<file path="src/rtl/mult_pkg.sv">
// Shared definitions for the sequential 8x8 multiplier and its host-side sequencer.
// Latency: n/a (types and constants only).
// Backpressure: n/a.
// Contents: sequencer state encodings, operand/product/counter widths.
package mult_pkg;

    localparam int unsigned OPND_W  = 8;
    localparam int unsigned PROD_W  = 16;
    localparam int unsigned CNT_W   = 8;
    localparam int unsigned STATE_W = 3;

    // Encodings are externally visible on state_out, so they are fixed values,
    // not left to the tool. 3'b100, 3'b110 and 3'b111 are unused.
    typedef enum logic [STATE_W-1:0] {
        ST_IDLE = 3'b000,
        ST_LOAD = 3'b001,
        ST_WAIT = 3'b010,
        ST_HOLD = 3'b011,
        ST_ERR  = 3'b101
    } state_t;

endpackage

</file>
<file path="src/rtl/mult_host_wdog.sv">
// Watchdog for the sequencer's WAIT state: flags when TIMEOUT WAIT cycles pass without done.
// Latency: o_expired is combinational and is high during the TIMEOUT-th enabled cycle.
// Backpressure: none; the counter saturates on its last value until cleared.
// Ports: clk, reset_a (async, active-low), i_clr (restart count), i_en (count this cycle),
//        o_expired (this enabled cycle is the last one allowed).
module mult_host_wdog #(
    parameter int unsigned TIMEOUT = 15
) (
    input  logic clk,
    input  logic reset_a,
    input  logic i_clr,
    input  logic i_en,
    output logic o_expired
);

    localparam int unsigned CW = (TIMEOUT > 2) ? $clog2(TIMEOUT) : 1;
    localparam logic [CW-1:0] LAST = CW'(TIMEOUT - 1);

    logic [CW-1:0] r_cnt;

    // r_cnt holds the number of WAIT cycles already completed; the cycle in
    // which it reads LAST is the TIMEOUT-th one.
    always_ff @(posedge clk or negedge reset_a) begin
        if (!reset_a) begin
            r_cnt <= '0;
        end else if (i_clr) begin
            r_cnt <= '0;
        end else if (i_en && (r_cnt != LAST)) begin
            r_cnt <= r_cnt + 1'b1;
        end
    end

    assign o_expired = i_en && (r_cnt == LAST);

endmodule

</file>
<file path="src/rtl/mult_host_seq.sv">
// Host-side sequencer for the sequential 8x8 multiplier: accept operands, pulse start, capture product.
// Latency: 6 cycles accept-to-out_valid with the nominal multiplier (done 5 cycles after start).
// Backpressure: result held in HOLD until out_ready; in_ready only in IDLE, so no new accept meanwhile.
// Optional feature: define MULT_HOST_TIMEOUT_EN to compile in the WAIT-state watchdog (TIMEOUT cycles).
// Ports: in_valid/in_ready/in_a/in_b operand input; mult_a/mult_b/mult_start/mult_done/mult_product
//        multiplier side; out_valid/out_ready/out_product result output; op_cnt completed ops;
//        err/err_clr error state and exit; state_out raw state encoding. Clock clk, reset reset_a.
module mult_host_seq
    import mult_pkg::*;
#(
    parameter int unsigned TIMEOUT = 15
) (
    input  logic               clk,
    input  logic               reset_a,
    input  logic               in_valid,
    output logic               in_ready,
    input  logic [OPND_W-1:0]  in_a,
    input  logic [OPND_W-1:0]  in_b,
    output logic [OPND_W-1:0]  mult_a,
    output logic [OPND_W-1:0]  mult_b,
    output logic               mult_start,
    input  logic               mult_done,
    input  logic [PROD_W-1:0]  mult_product,
    output logic               out_valid,
    input  logic               out_ready,
    output logic [PROD_W-1:0]  out_product,
    output logic [CNT_W-1:0]   op_cnt,
    output logic               err,
    input  logic               err_clr,
    output logic [STATE_W-1:0] state_out
);

    if (TIMEOUT < 6) begin : g_timeout_range
        $error("mult_host_seq: TIMEOUT must be at least 6");
    end

    state_t              r_state;
    state_t              w_state_nxt;
    logic                w_accept;
    logic                w_capture;
    logic                w_wdog_expired;
    logic [OPND_W-1:0]   r_mult_a;
    logic [OPND_W-1:0]   r_mult_b;
    logic [PROD_W-1:0]   r_out_product;
    logic [CNT_W-1:0]    r_op_cnt;

`ifdef MULT_HOST_TIMEOUT_EN
    // Count restarts while in LOAD, which always precedes WAIT.
    logic w_wdog_clr;
    logic w_wdog_en;

    assign w_wdog_clr = (r_state == ST_LOAD);
    assign w_wdog_en  = (r_state == ST_WAIT);

    mult_host_wdog #(
        .TIMEOUT (TIMEOUT)
    ) u_wdog (
        .clk       (clk),
        .reset_a   (reset_a),
        .i_clr     (w_wdog_clr),
        .i_en      (w_wdog_en),
        .o_expired (w_wdog_expired)
    );
`else
    assign w_wdog_expired = 1'b0;
`endif

    always_ff @(posedge clk or negedge reset_a) begin
        if (!reset_a) begin
            r_state <= ST_IDLE;
        end else begin
            r_state <= w_state_nxt;
        end
    end

    // A done outside WAIT means the multiplier and the sequencer disagree about
    // who owns the operation, so it wins over every other event in that state:
    // an operand offered in the same IDLE cycle is not taken, and a result in
    // HOLD is dropped even if out_ready arrives with it.
    always_comb begin
        w_state_nxt = r_state;
        w_accept    = 1'b0;
        w_capture   = 1'b0;
        case (r_state)
            ST_IDLE: begin
                if (mult_done) begin
                    w_state_nxt = ST_ERR;
                end else if (in_valid) begin
                    w_accept    = 1'b1;
                    w_state_nxt = ST_LOAD;
                end
            end
            ST_LOAD: begin
                if (mult_done) begin
                    w_state_nxt = ST_ERR;
                end else begin
                    w_state_nxt = ST_WAIT;
                end
            end
            ST_WAIT: begin
                // done beats a coincident watchdog expiry.
                if (mult_done) begin
                    w_capture   = 1'b1;
                    w_state_nxt = ST_HOLD;
                end else if (w_wdog_expired) begin
                    w_state_nxt = ST_ERR;
                end
            end
            ST_HOLD: begin
                if (mult_done) begin
                    w_state_nxt = ST_ERR;
                end else if (out_ready) begin
                    w_state_nxt = ST_IDLE;
                end
            end
            ST_ERR: begin
                if (err_clr) begin
                    w_state_nxt = ST_IDLE;
                end
            end
            default: begin
                w_state_nxt = ST_IDLE;
            end
        endcase
    end

    // Operands load only on accept, so they stay put on the multiplier bus for
    // the whole LOAD/WAIT span regardless of what the source does next.
    always_ff @(posedge clk or negedge reset_a) begin
        if (!reset_a) begin
            r_mult_a <= '0;
            r_mult_b <= '0;
        end else if (w_accept) begin
            r_mult_a <= in_a;
            r_mult_b <= in_b;
        end
    end

    // The product is kept after HOLD exits; only the next capture replaces it.
    always_ff @(posedge clk or negedge reset_a) begin
        if (!reset_a) begin
            r_out_product <= '0;
            r_op_cnt      <= '0;
        end else if (w_capture) begin
            r_out_product <= mult_product;
            r_op_cnt      <= r_op_cnt + 1'b1;
        end
    end

    // Handshake and status outputs come straight from the state register so
    // they are glitch-free and never depend on same-cycle inputs.
    assign in_ready    = (r_state == ST_IDLE);
    assign mult_start  = (r_state == ST_LOAD);
    assign out_valid   = (r_state == ST_HOLD);
    assign err         = (r_state == ST_ERR);
    assign state_out   = r_state;

    assign mult_a      = r_mult_a;
    assign mult_b      = r_mult_b;
    assign out_product = r_out_product;
    assign op_cnt      = r_op_cnt;

endmodule

</file>
<file path="config.mk">
export PLATFORM = sky130hd
export DESIGN_NAME = mult_host_seq
export DESIGN_NICKNAME = d
export VERILOG_FILES = /design/src/rtl/mult_pkg.sv /design/src/rtl/mult_host_wdog.sv /design/src/rtl/mult_host_seq.sv
export SDC_FILE = /design/constraint.sdc
export NUM_CORES = 1
export LEC_CHECK = 0
export CAP_MARGIN = 10
export CORE_MARGIN = 2
export CORE_UTILIZATION = 42
export CTS_CLUSTER_DIAMETER = 120
export DETAILED_ROUTE_END_ITERATION = 8
export GPL_TIMING_DRIVEN = 1
export PLACE_DENSITY = 0.76
export SETUP_SLACK_MARGIN = 0.5
export SYNTH_ARGS = -nofsm -noshare
export SYNTH_HDL_FRONTEND = slang
export SYNTH_SLANG_ARGS = --single-unit
</file>
<file path="constraint.sdc">
create_clock -name clk -period 2.1 [get_ports clk]
set_clock_uncertainty 0.1 [all_clocks]
set_input_delay 0.525 -clock clk [delete_from_list [all_inputs] [get_ports clk]]
set_output_delay 0.525 -clock clk [all_outputs]
set_load 0.01 [all_outputs]
</file>
==> results.ini, run 1 <==
[clocking]
cts-root-buf = clkbuf_8
clock-sinks = 43
cts.clk_slew.worst_paths_ns = 0.08
clock_latency_ns = 0.30
clock_path_buffers = 2
h-tree-depth = 2
cts_buffers = 5
tritoncts = done

[finish]
drive_above_1_share = 0.444
synthToLayoutAreaGrowth_pct = 68.8
final_common_cell = dfrtp_1
final_cells = 293
nets = 279
diodes = 0
final_cell_mix = 37 x dfrtp_1, 34 x clkdlybuf4s50_1, 31 x clkdlybuf4s15_1, 27 x mux2_4, 22 x buf_4

[drt]
drt_wl_total_mm = 4.79
drc = 0
firstDrtPassIters = 4
routedWlPerCell_um = 16.3
vias_per_cell = 4.84
vias = 1417
postRouteAntennaNets = 0
first_iter_violations = 51

[critical_path]
crit_path_max_fanout = 4
critPathLaunch = state_out[1]
worst-setup-path-type = register to output pin
crit_required_ns = 1.47
rr_worst_depth = 6
r2r_setup_slack_ns = 0.39
end_kind = output pin
arrival_ns = 1.25
r2r_start = state_out[1]
r2r_end = mult_a[7]
start_kind = register

[pwr]
power_mw = 4.34
powerDensity_mw_per_mm2 = 1330
ir_worst_vdd_v = 0.000830
leakage_nw = 1.55

[global_routing]
met1_usage = 0.247
use_met3 = 0.0492
grt_pass1_vias = 1539
busiest_layer = met2
antenna_found_initial = 0
use_met2 = 0.313
grt_usage = 0.196
gr-total-overflow = 0
grt_pass1_wl_mm = 7.63
grt_max_degree = 23

[synth]
synth_top_family_by_area = multiplexers
avgSynthCellArea_um2 = 16.4
ys_seq_area_frac = 0.557
muxShareOfSynthArea = 0.237
synth.area.top_cells = dfrtp_1 56%, mux2_4 18%, mux2_2 5.8%
synth_cells = 118
synth_top_area_frac = 0.557
synth_warnings = 0
yosysUniqueCellTypes = 30
synth_area_mm2 = 0.00193
synthSimpleGateAreaFrac = 0.102
synth_largest_area_cell = dfrtp_1
synth_xor_area_frac = 0.0395
synthesis.nets = 157
synth_fa_ha_area_frac = 0.00648
synth_compound_area_frac = 0.0181
ys_ff_latch = 43

[placed_design]
gp_congestion = 0.762
io_buffers = 84
dp_hpwl_mm = 3.00
pre_cts_slack_ns = -0.0376
dpl.cell_count = 252

[sta]
hold_viol_final = 0
finalSetupViolations = 0
worstMarginPinSlew_ns = 0.517
final_max_slew_viol_count = 0
fin_hold_ws_ns = 0.0889
rsz0062_at_grt = true
fin_ws_ns = 0.223
fmax_ghz = 0.533
period_share = 0.894
slew_headroom = 0.655
period_needed_ns = 1.88
fin_tns_setup_ns = 0

[die]
die_h_um = 71.8
dieArea_mm2 = 0.00516
io_pins = 85
row_count = 24
die_x_um = 71.8
start_util = 0.440
design.core.area_mm2 = 0.00438

[outcome]
status = finished, final reports clean

[hold_path]
worstHoldPathType = primary input to async pin

[job]
max-cap-violations = 0

[timing repair]
| action | 4_1_cts | 5_1_grt |
|---|---|---|
| hold endpoints to repair | 0 | 0 |
| endpoints found under the setup margin | 87 | 70 |
| cloned | 3 | 1 |
| pin swaps | 2 | 5 |
| setup buffers | 21 | 8 |
| gates resized for setup | 100 | 37 |
| hold buffers | 0 | 0 |
[Yosys cell counts, drive strengths merged]
cell type	instances
nand4	2
nand3	3
xor2	1
and4bb	1
or2b	2
a211oi	1
o32ai	1
mux2	33
a21oi	1
and2b	1
nor2	3
and3	2
or4b	1
o2bb2ai	1
dfrtp	43
and4	1
buf	5
inv	2
and2	1
nand2	4
o21ai	1
nor3	1
xnor2	6
ha	1
[critical path, cell delays in order, from the launching register on]
cell	delay, ns
dfrtp_2	0.45
or2b_1	0.27
nor2_1	0.10
buf_2	0.13
[how the worst max path moves through the flow]
stage | to
after floorplan | op_cnt[1]
after global placement | out_product[9]
after detailed placement | out_product[11]
after CTS | err
after global routing | err
final | mult_start
[metal layers]
layer  vias to the layer above  routed length (um)
met4                         0                 113
met5                         -                   0
met1                       688                1960
met3                        12                 338
met2                        60                2380
li1                        657                   -
[metrics by stage]
step	util	instance area, um2
after floorplan	-	1940
after global placement	0.642	2810
after detailed placement	0.642	2810
after CTS	0.721	3160
after global routing	0.743	3260
final	0.743	3260
[sequential cells by signal (all words and copies together) (netlist names)]
register / flops
out_product: 16
state_out: 3
mult_a: 8
mult_b: 8
op_cnt: 8
[power breakdown]
part           switching (mW)  internal (mW)  total [mW]
Combinational           0.835           1.41        2.25
Clock                   0.274          0.356       0.630
Sequential              0.246           1.21        1.46
[final cells by class]
type	instances	area (um2)
Tap cell	52	65.1
Inverter	2	7.51
Sequential cell	43	1080
Fill cell	279	1130
Clock buffer	7	76.3
Multi-Input combinational cell	68	798
Clock inverter	1	30.0
Timing Repair Buffer	120	1200
[cell families (layout without fill, tap and decap cells)]
logic type,Yosys count,in the layout
AO/OA/AOI/OAI,5,5
XOR/XNOR,7,7
adder cells (fa/ha/maj),1,1
buffers and inverters,7,130
flip-flops,43,43
multiplexers,33,33
AND/OR/NAND/NOR,22,22
Note: power is estimated with default switching activity, not from simulation.
==> run 2: changes to the inputs <==
- SLEW_MARGIN: not set -> 20
==> results of run 2 <==
No change in the layout: final DEF, timing and power equal those of run 1.
==> run 3: changes to the inputs <==
- ABC_CLOCK_PERIOD_IN_PS: not set -> 2100
- HOLD_SLACK_MARGIN: not set -> 0.02
==> results of run 3 <==
No change in the layout: final DEF, timing and power equal those of run 1.
